===== config.mk =====
export PLATFORM = sky130hd
export DESIGN_NAME = multicycle_control_unit
export DESIGN_NICKNAME = d
export VERILOG_FILES = /design/src/rtl/riscv_ctrl_pkg.sv /design/src/rtl/ctrl_decode.sv /design/src/rtl/multicycle_control_unit.sv
export SDC_FILE = /design/constraint.sdc
export NUM_CORES = 1
export LEC_CHECK = 0
export CAP_MARGIN = 20
export CORE_ASPECT_RATIO = 1.5
export CORE_MARGIN = 10
export CORE_UTILIZATION = 46
export DETAILED_ROUTE_END_ITERATION = 12
export PLACE_DENSITY = 0.85
export SYNTH_ARGS = -nofsm -noshare
export SYNTH_HDL_FRONTEND = slang
export SYNTH_HIERARCHICAL = 1
export SYNTH_SLANG_ARGS = --single-unit

===== constraint.sdc =====
create_clock -name clk -period 1.5 [get_ports clk]
set_input_delay 0.15 -clock clk [delete_from_list [all_inputs] [get_ports clk]]
set_output_delay 0.15 -clock clk [all_outputs]
set_load 0.01 [all_outputs]

===== src/rtl/riscv_ctrl_pkg.sv =====
// Shared definitions for the multicycle control unit.
// Holds the state encoding, ALU operation codes, opcode constants and decoded-control bundle.
package riscv_ctrl_pkg;

  typedef enum logic [2:0] {
    S_FETCH  = 3'd0,
    S_DECODE = 3'd1,
    S_EXEC   = 3'd2,
    S_MEM    = 3'd3,
    S_WB     = 3'd4,
    S_HALT   = 3'd5
  } state_t;

  typedef enum logic [1:0] {
    ALU_ADD    = 2'b00,
    ALU_BRANCH = 2'b01,
    ALU_FUNCT  = 2'b10,
    ALU_PASS   = 2'b11
  } alu_op_t;

  localparam logic [6:0] OP_R      = 7'b0110011;
  localparam logic [6:0] OP_IMM    = 7'b0010011;
  localparam logic [6:0] OP_LOAD   = 7'b0000011;
  localparam logic [6:0] OP_STORE  = 7'b0100011;
  localparam logic [6:0] OP_BRANCH = 7'b1100011;
  localparam logic [6:0] OP_JAL    = 7'b1101111;
  localparam logic [6:0] OP_JALR   = 7'b1100111;
  localparam logic [6:0] OP_LUI    = 7'b0110111;

  // Everything EXEC, MEM and WB need to know about the instruction class.
  typedef struct packed {
    alu_op_t alu_op;
    logic    alu_src_b;
    logic    is_load;
    logic    is_store;
    logic    is_branch;
    logic    is_jump;
  } ctrl_t;

endpackage


===== src/rtl/ctrl_decode.sv =====
// Combinational opcode decoder: legality plus the per-class control bundle.
// Jump-type opcodes (JAL, JALR, LUI) are only legal when SUPPORT_JUMP is nonzero.
module ctrl_decode
  import riscv_ctrl_pkg::*;
#(
  parameter int SUPPORT_JUMP = 1
) (
  input  logic [6:0] opcode,
  output logic       legal,
  output ctrl_t      ctrl
);

  always_comb begin
    legal = 1'b0;
    ctrl  = '0;
    case (opcode)
      OP_R: begin
        legal       = 1'b1;
        ctrl.alu_op = ALU_FUNCT;
      end
      OP_IMM: begin
        legal          = 1'b1;
        ctrl.alu_op    = ALU_ADD;
        ctrl.alu_src_b = 1'b1;
      end
      OP_LOAD: begin
        legal          = 1'b1;
        ctrl.alu_op    = ALU_ADD;
        ctrl.alu_src_b = 1'b1;
        ctrl.is_load   = 1'b1;
      end
      OP_STORE: begin
        legal          = 1'b1;
        ctrl.alu_op    = ALU_ADD;
        ctrl.alu_src_b = 1'b1;
        ctrl.is_store  = 1'b1;
      end
      OP_BRANCH: begin
        legal          = 1'b1;
        ctrl.alu_op    = ALU_BRANCH;
        ctrl.is_branch = 1'b1;
      end
      OP_JAL, OP_JALR: begin
        if (SUPPORT_JUMP != 0) begin
          legal          = 1'b1;
          ctrl.alu_op    = ALU_ADD;
          ctrl.alu_src_b = 1'b1;
          ctrl.is_jump   = 1'b1;
        end
      end
      OP_LUI: begin
        if (SUPPORT_JUMP != 0) begin
          legal          = 1'b1;
          ctrl.alu_op    = ALU_PASS;
          ctrl.alu_src_b = 1'b1;
        end
      end
      default: begin
        legal = 1'b0;
      end
    endcase
  end

endmodule


===== src/rtl/multicycle_control_unit.sv =====
// Multicycle FETCH/DECODE/EXEC/MEM/WB sequencer with bounded memory waits.
// Errors (illegal opcode, memory timeout) park the unit in HALT until reset.
module multicycle_control_unit
  import riscv_ctrl_pkg::*;
#(
  parameter int MEM_TIMEOUT  = 15,
  parameter int SUPPORT_JUMP = 1
) (
  input  logic       clk,
  input  logic       reset_n,
  input  logic [6:0] opcode,
  input  logic       mem_ready,
  output logic       mem_req,
  output logic       mem_we,
  output logic       ir_write,
  output logic       pc_write,
  output logic       reg_write,
  output logic       mem_to_reg,
  output logic       alu_src_b,
  output logic [1:0] alu_op,
  output logic       branch,
  output logic       jump,
  output logic       illegal,
  output logic       timeout
);

  localparam int             CW       = $clog2(MEM_TIMEOUT + 1);
  localparam logic [CW-1:0]  CNT_MAX  = CW'(MEM_TIMEOUT);
  localparam logic [CW-1:0]  CNT_LAST = CW'(MEM_TIMEOUT - 1);

  state_t        state, state_n;
  logic          run;
  logic [CW-1:0] cnt;
  ctrl_t         ctrl_q;
  ctrl_t         dec_ctrl;
  logic          dec_legal;
  logic          illegal_q, timeout_q;
  logic          set_illegal, set_timeout;
  logic          wait_expired;

  ctrl_decode #(
    .SUPPORT_JUMP(SUPPORT_JUMP)
  ) u_decode (
    .opcode(opcode),
    .legal (dec_legal),
    .ctrl  (dec_ctrl)
  );

  assign wait_expired = !mem_ready && (cnt == CNT_LAST);
  assign illegal      = illegal_q;
  assign timeout      = timeout_q;

  // 'run' holds every output low until the first clock edge after reset releases.
  always_ff @(posedge clk or negedge reset_n) begin
    if (!reset_n) begin
      state     <= S_FETCH;
      run       <= 1'b0;
      ctrl_q    <= '0;
      illegal_q <= 1'b0;
      timeout_q <= 1'b0;
    end else begin
      state     <= state_n;
      run       <= 1'b1;
      illegal_q <= illegal_q | set_illegal;
      timeout_q <= timeout_q | set_timeout;
      if (state == S_DECODE) ctrl_q <= dec_ctrl;
    end
  end

  // Wait counter restarts on every entry into a memory state and saturates at MEM_TIMEOUT.
  always_ff @(posedge clk or negedge reset_n) begin
    if (!reset_n) begin
      cnt <= '0;
    end else if ((state_n != state) && ((state_n == S_FETCH) || (state_n == S_MEM))) begin
      cnt <= '0;
    end else if (mem_req && !mem_ready && (cnt != CNT_MAX)) begin
      cnt <= cnt + CW'(1);
    end
  end

  always_comb begin
    state_n     = state;
    set_illegal = 1'b0;
    set_timeout = 1'b0;
    mem_req     = 1'b0;
    mem_we      = 1'b0;
    ir_write    = 1'b0;
    pc_write    = 1'b0;
    reg_write   = 1'b0;
    mem_to_reg  = 1'b0;
    alu_src_b   = 1'b0;
    alu_op      = ALU_ADD;
    branch      = 1'b0;
    jump        = 1'b0;
    if (run) begin
      case (state)
        S_FETCH: begin
          mem_req = 1'b1;
          if (mem_ready) begin
            ir_write = 1'b1;
            pc_write = 1'b1;
            state_n  = S_DECODE;
          end else if (wait_expired) begin
            set_timeout = 1'b1;
            state_n     = S_HALT;
          end
        end
        S_DECODE: begin
          if (dec_legal) begin
            state_n = S_EXEC;
          end else begin
            set_illegal = 1'b1;
            state_n     = S_HALT;
          end
        end
        S_EXEC: begin
          alu_op    = ctrl_q.alu_op;
          alu_src_b = ctrl_q.alu_src_b;
          if (ctrl_q.is_jump) begin
            jump     = 1'b1;
            pc_write = 1'b1;
          end
          if (ctrl_q.is_load || ctrl_q.is_store) begin
            state_n = S_MEM;
          end else if (ctrl_q.is_branch) begin
            branch  = 1'b1;
            state_n = S_FETCH;
          end else begin
            state_n = S_WB;
          end
        end
        S_MEM: begin
          mem_req = 1'b1;
          mem_we  = ctrl_q.is_store;
          if (mem_ready) begin
            state_n = ctrl_q.is_store ? S_FETCH : S_WB;
          end else if (wait_expired) begin
            set_timeout = 1'b1;
            state_n     = S_HALT;
          end
        end
        S_WB: begin
          reg_write  = 1'b1;
          mem_to_reg = ctrl_q.is_load;
          state_n    = S_FETCH;
        end
        S_HALT: begin
          state_n = S_HALT;
        end
        default: begin
          state_n = S_HALT;
        end
      endcase
    end
  end

endmodule

; ---- After elaboration in Yosys (flattened, before gate mapping)
; Cells that the tools add are included.
[totals]
output_inout_bits = 13
register_bits = 17
[classes]
add_sub_neg = 1
muxes = 49
bitwise_logic = 2
eq_ne = 16
n_reduce_logical = 14
[op_table]
columns = op, n
row1 = two-way mux 1 bit, 34
row2 = two-way mux 3 bit, 8
row3 = "== test 7 x 6 -> 1 bit, second input constant", 3
row4 = "== test 7 bit, second input constant", 3
row5 = one-hot mux 3 bit (5 select lines), 1
row6 = "== test 3 x 2 -> 1 bit, second input constant", 3
row7 = two-way mux 4 bit, 2
row8 = OR reduction 8 bit, 1
row9 = "== test 7 x 2 -> 1 bit, second input constant", 1
row10 = "== test 7 x 5 -> 1 bit, second input constant", 1
row11 = zero test 3 bit, 2
row12 = one-hot mux 2 bit (3 select lines), 1
row13 = OR reduction 6 bit, 1
row14 = "adder 4 x 1 -> 4 bit, second input constant", 1
row15 = "== test 4 bit, second input constant", 1
row16 = logical AND 1 bit, 4
row17 = two-way mux 2 bit, 2
row18 = "inequality test 4 bit, second input constant", 1
row19 = OR reduction 2 bit, 2
row20 = "== test 3 x 1 -> 1 bit, second input constant", 1
row21 = "== test 3 bit, second input constant", 1
row22 = inequality test 3 bit, 1
row23 = logical OR 1 bit, 2
row24 = bitwise OR 1 bit, 2
row25 = other kinds (3), 3

; ---- Logic depth before layout (Yosys ltp)
[logic_depth]
depth_word = 10
depth_mapped = 9
ltp_nobuf = 9

; ---- Cells and area by module
; Netlist, hierarchy kept.
[modules_own_cells]
columns = mod, area_each_um2, cells_per_inst, n_inst
row1 = multicycle_control_unit, 1042.2, 103, 1
row2 = ctrl_decode, 163.9, 23, 1

; ---- Worst setup path before layout
; No wires, ideal clock.
[synth_timing]
path_kind = input port to flip-flop
startpoint = input opcode[6]
endpoint = register cnt[0]
arrival_ns = 1.709
setup_slack_ns = -0.333
path_stages = 9
setup_ns = 0.124
path_buffers = 0
cell_sequence = nand2b_4 -> or3b_1 -> a31oi_1 -> nand2b_1 -> a21oi_1 -> a21oi_1 -> a22o_1 -> a21oi_2 -> nor2_1
[synth_between]
elab_chain_len = 10
[synth_rtl]
columns = item, line_no
row1 = start: declaration, multicycle_control_unit.sv:11  ; input logic [6:0] opcode,
row2 = "== test 7 x 5 -> 1 bit, or another cell as far along", ctrl_decode.sv:16  ; case (opcode)
row3 = OR reduction 8 bit (no line) (*), -
row4 = two-way mux 1 bit (*), -
row5 = net dec_legal, multicycle_control_unit.sv:36  ; logic dec_legal;
row6 = two-way mux 3 bit (*), multicycle_control_unit.sv:109  ; if (dec_legal) begin
row7 = one-hot mux 3 bit (5 select lines) (*), multicycle_control_unit.sv:96  ; case (state)
row8 = two-way mux 3 bit (*), multicycle_control_unit.sv:95  ; if (run) begin
row9 = net state_n[2], multicycle_control_unit.sv:31  ; state_t state, state_n;
row10 = == test 3 x 2 -> 1 bit or zero test 3 bit (tied branches), multicycle_control_unit.sv:74  ; end else if ((state_n != state) && ((state_n == S_FETCH) || (state_n == S_MEM))) begin
row11 = logical OR 1 bit, multicycle_control_unit.sv:74
row12 = logical AND 1 bit (*), multicycle_control_unit.sv:74
row13 = two-way mux 4 bit or nonzero test 2 bit (tied branches), -
row14 = end signal: assignment, multicycle_control_unit.sv:77  ; cnt <= cnt + CW'(1);
row15 = end: declaration, multicycle_control_unit.sv:33  ; logic [CW-1:0] cnt;
; The timed path passes the listed nets; every way through them passes the cells marked *.
; A chain may end at the register's enable or synchronous reset.

; ---- Final worst setup path
[layout_timing]
startpoint = register state[0]
endpoint = register cnt[2]
[layout_between]
elab_chain_len = 8
[layout_rtl]
columns = item, line_no
row1 = start: declaration, multicycle_control_unit.sv:31
row2 = start signal: assignment, multicycle_control_unit.sv:62  ; state <= state_n;
row3 = two-way mux 3 bit, "multicycle_control_unit.sv:103, multicycle_control_unit.sv:137"
row4 = two-way mux 3 bit (on tied branches), "multicycle_control_unit.sv:135, multicycle_control_unit.sv:99"
row5 = one-hot mux 3 bit (5 select lines), multicycle_control_unit.sv:96
row6 = two-way mux 3 bit, multicycle_control_unit.sv:95
row7 = == test 3 x 2 -> 1 bit or zero test 3 bit (tied branches), multicycle_control_unit.sv:74
row8 = logical OR 1 bit, multicycle_control_unit.sv:74
row9 = logical AND 1 bit, multicycle_control_unit.sv:74
row10 = two-way mux 4 bit or nonzero test 2 bit (tied branches), -
; Parallel ways exist; a longest one is shown, timed or not.

==> reports/qor.yml <==
run_status:
  outcome: "finished, violations left"
  failed_checks: "setup timing"
logic_synthesis:
  synth_simple_gate_area_share_pct: 29.8
  yosysTopAreaCell: "dfrtp_1"
  number_of_instances_in_the_synthesized_netlist: 126
  synthXorXnorAreaFrac_pct: 2.18
  number_of_synthesized_flops_with_an_enable_pin: 0
  yosys.area_share.adder_pct: 2.07
  async_reset_ff_share_pct: 100
  ys_types: 51
  ffs_latches_synth: 17
  synth_compound_area_share_pct: 17.0
  ys.warnings.count: 6
  synthesized_netlist_net_count: 138
  ys.flop_type: "dfrtp_1"
  avgSynthCellArea_sq_um: 9.57
  synth_top_family_by_area: "simple AND/OR/NAND/NOR gates"
  synthMuxAreaShare_pct: 8.20
  synth_largest_type_area_fraction_pct: 35.3
  syn-cell-area_sq_um: 1210
  synth.yosys.seq_area_share_pct: 35.3
  post_synth_main_area_contributors: "dfrtp_1, mux2_2, nor2_1"
critical_path:
  cp_max_fo: 7
  critPathLaunchType: "flip-flop"
  worstPathRequired_ps: 1700
  cp-end-kind: "flip-flop"
  critical_path_at_ps: 2010
  worst-setup-path-type: "flip-flop to flip-flop"
power:
  part_of_the_total_power_dissipated_in_the_clock_network_pct: 16.2
  combPwrFrac_pct: 47.3
  powerDensity_nw_per_um2: 783
  seqPwrFrac_pct: 36.4
  p_sw_share_pct: 35.6
  switching_power_uw: 566
  design_power_total_uw: 1590
  vdd_ir_drop_max_uv: 707
  power_report.internal_total_uw: 1020
  power_leakage_uw: 0.000938
final_layout:
  fin_nets: 212
  layout.cells.non_filler: 223
  diodes: 0
  layout-area-overhead-vs-synth_pct: 68.5
  layout-drive-gt1-share_pct: 58.8
  final_design_area_no_fill_sq_um: 2030
timing:
  report.final.setup_viol: 15
  period_needed_ps: 1820
  report.final.slew_viol_count: 0
  report.final.hold_viol_count: 0
  final_critical_path_setup_slack_ps: -317
  finalCritPeriodShare_pct: 121
  fin_skew_ps: 0.809
  final.hold.worst_slack_ps: 160
  max_freq_ghz: 0.550
  rsz0062_at_grt: "yes"
route:
  drt-pass1-iter-count: 4
  dr.first_iter.drc_count: 79
  wire_per_inst_um: 18.6
  totalWireLength_um: 4160
  avgViaCountPerCell: 5.87
  final_antenna_net_count: 0
  drc: 0
  via_count: 1310
grt:
  first_global_vias: 1367
  pin_count_of_the_biggest_net_entering_global_routing: 18
  globalRouteTotalUtil_pct: 16.6
  grt-ovfl-total: 0
  grt_antenna_before_repair: 0
  grt_first_pass_wirelength_um: 6380
placement:
  post-dp-hpwl_um: 2780
  place_ws_ps: -939
  placed_cells_incl_taps: 207
  io_buffers: 22
  gp_routability_congestion: 0.845
  post_dp_cell_area_sq_um: 1730
clock_tree:
  clock_tree.htree_level_count: 1
  tritoncts_clock_tree: "yes"
  cts_buffers: 3
  clock_sink_count: 17
  clock_path_buffers: 2
  worstSkewPairLatency_ps: 300
  worst_setup_hold_path_clk_slew_ps: 100
  clk_root_buffer_cell: "clkbuf_4"
  cts_hold_repair.buffers: 0
floorplanning:
  fp.dieW_um: 61.8
  rows: 22
  dieHeight_um: 82.7
  design.core.area_sq_um: 2480
  boundary_pin_count: 23
  initial_utilization_pct: 48.7
  floorplan.die_area_sq_um: 5110
min_path:
  hp-class: "primary input to async pin"
job:
  cap_violations: 0
## layer usage
metal  global-route usage (%)  wire length, um  up-vias
li1                         -                -      607
met1                     18.3             1610      656
met2                     29.5             2270       37
met3                     3.36              192       10
met4                     7.17               90        0
met5                        0                0        -
## per-stage QoR
stage	setup TNS [ps]	utilization, %
5_1_grt	-3680	82.0
3_5_place_dp	-9280	69.6
6_report	-2340	82.0
2_1_floorplan	-818	-
4_1_cts	-2500	76.7
3_3_place_gp	-8290	69.6
## logic make-up after synthesis
family                   after synthesis
AO/OA/AOI/OAI                         24
XOR/XNOR                               3
AND/OR/NAND/NOR                       58
other                                  1
buffers and inverters                 12
adder cells (fa/ha/maj)                2
multiplexers                           9
flip-flops                            17
## worst max-delay path, cell delays in order, from the launching register on
cell,delay [ps]
dfrtp_1,400
buf_6,140
and3b_2,220
a31o_1,250
a21oi_2,180
buf_4,150
o221ai_4,100
a21oi_4,200
nor2_1,60
## timing repair
item / 4_1_cts / 5_1_grt
buffers inserted: 9 / 3
gates resized for setup: 84 / 33
hold endpoints to repair: 0 / 0
endpoints found under the setup margin: 26 / 25
pin swaps: 23 / 20
## cell usage in the layout (no fill, tap or decap), types with 3 or more instances in the layout
cell	count
buf_4	42
buf_6	17
dfrtp_1	16
nor2_1	11
nand2_1	8
mux2_4	7
inv_1	6
clkdlybuf4s50_1	6
buf_2	6
and2_4	5
a21oi_2	4
nor3_4	3
nand2b_4	3
nor3_2	3
clkbuf_4	3
## power groups by stage
stage	Clock [uW]	Sequential (uW)	Combinational [uW]
floorplan	0	587	284
global placement	0	575	526
detailed placement	0	578	554
CTS	261	573	650
global route	282	586	811
finish	258	580	753
## cell type report
cell class	count	area [sq um]
Clock inverter	1	5.00
Inverter	8	30.0
Fill cell	164	445
Timing Repair Buffer	73	616
Clock buffer	3	22.5
Sequential cell	17	427
Multi-Input combinational cell	97	902
Tap cell	24	30.0
## sequential cells by signal (all words and copies together) (netlist names)
register,count
illegal,1
cnt,4
state,3
ctrl_q,7
run,1
timeout,1
## Yosys cell counts (4+ instances only)
cell and number:
dfrtp_1 17, nor2_1 11, inv_1 8, nand2_1 8, mux2_2 7, nor3_1 6
a21oi_1 5, and2_1 5, nand2b_1 4
## path summary, 6_finish.rpt
| check | slack [ps] | endpoint | cells after the start | from |
|---|---|---|---|---|
| hold / removal | 160 | cnt[3]$_DFFE_PN0P_ | 2 | reset_n |
| setup reg to reg | -320 | cnt[2]$_DFFE_PN0P_ | 8 | state[0]$_DFF_PN0_ |
| min in group clk | 320 | ctrl_q[2]$_DFFE_PN0N_ | 4 | opcode[5] |
| hold reg to reg | 470 | timeout$_DFF_PN0_ | 1 | timeout$_DFF_PN0_ |
| max in group asynchronous | 1130 | state[2]$_DFF_PN0_ | 2 | reset_n |
| setup / recovery | -320 | cnt[2]$_DFFE_PN0P_ | 8 | state[0]$_DFF_PN0_ |
(Power assumes the default switching activity.)
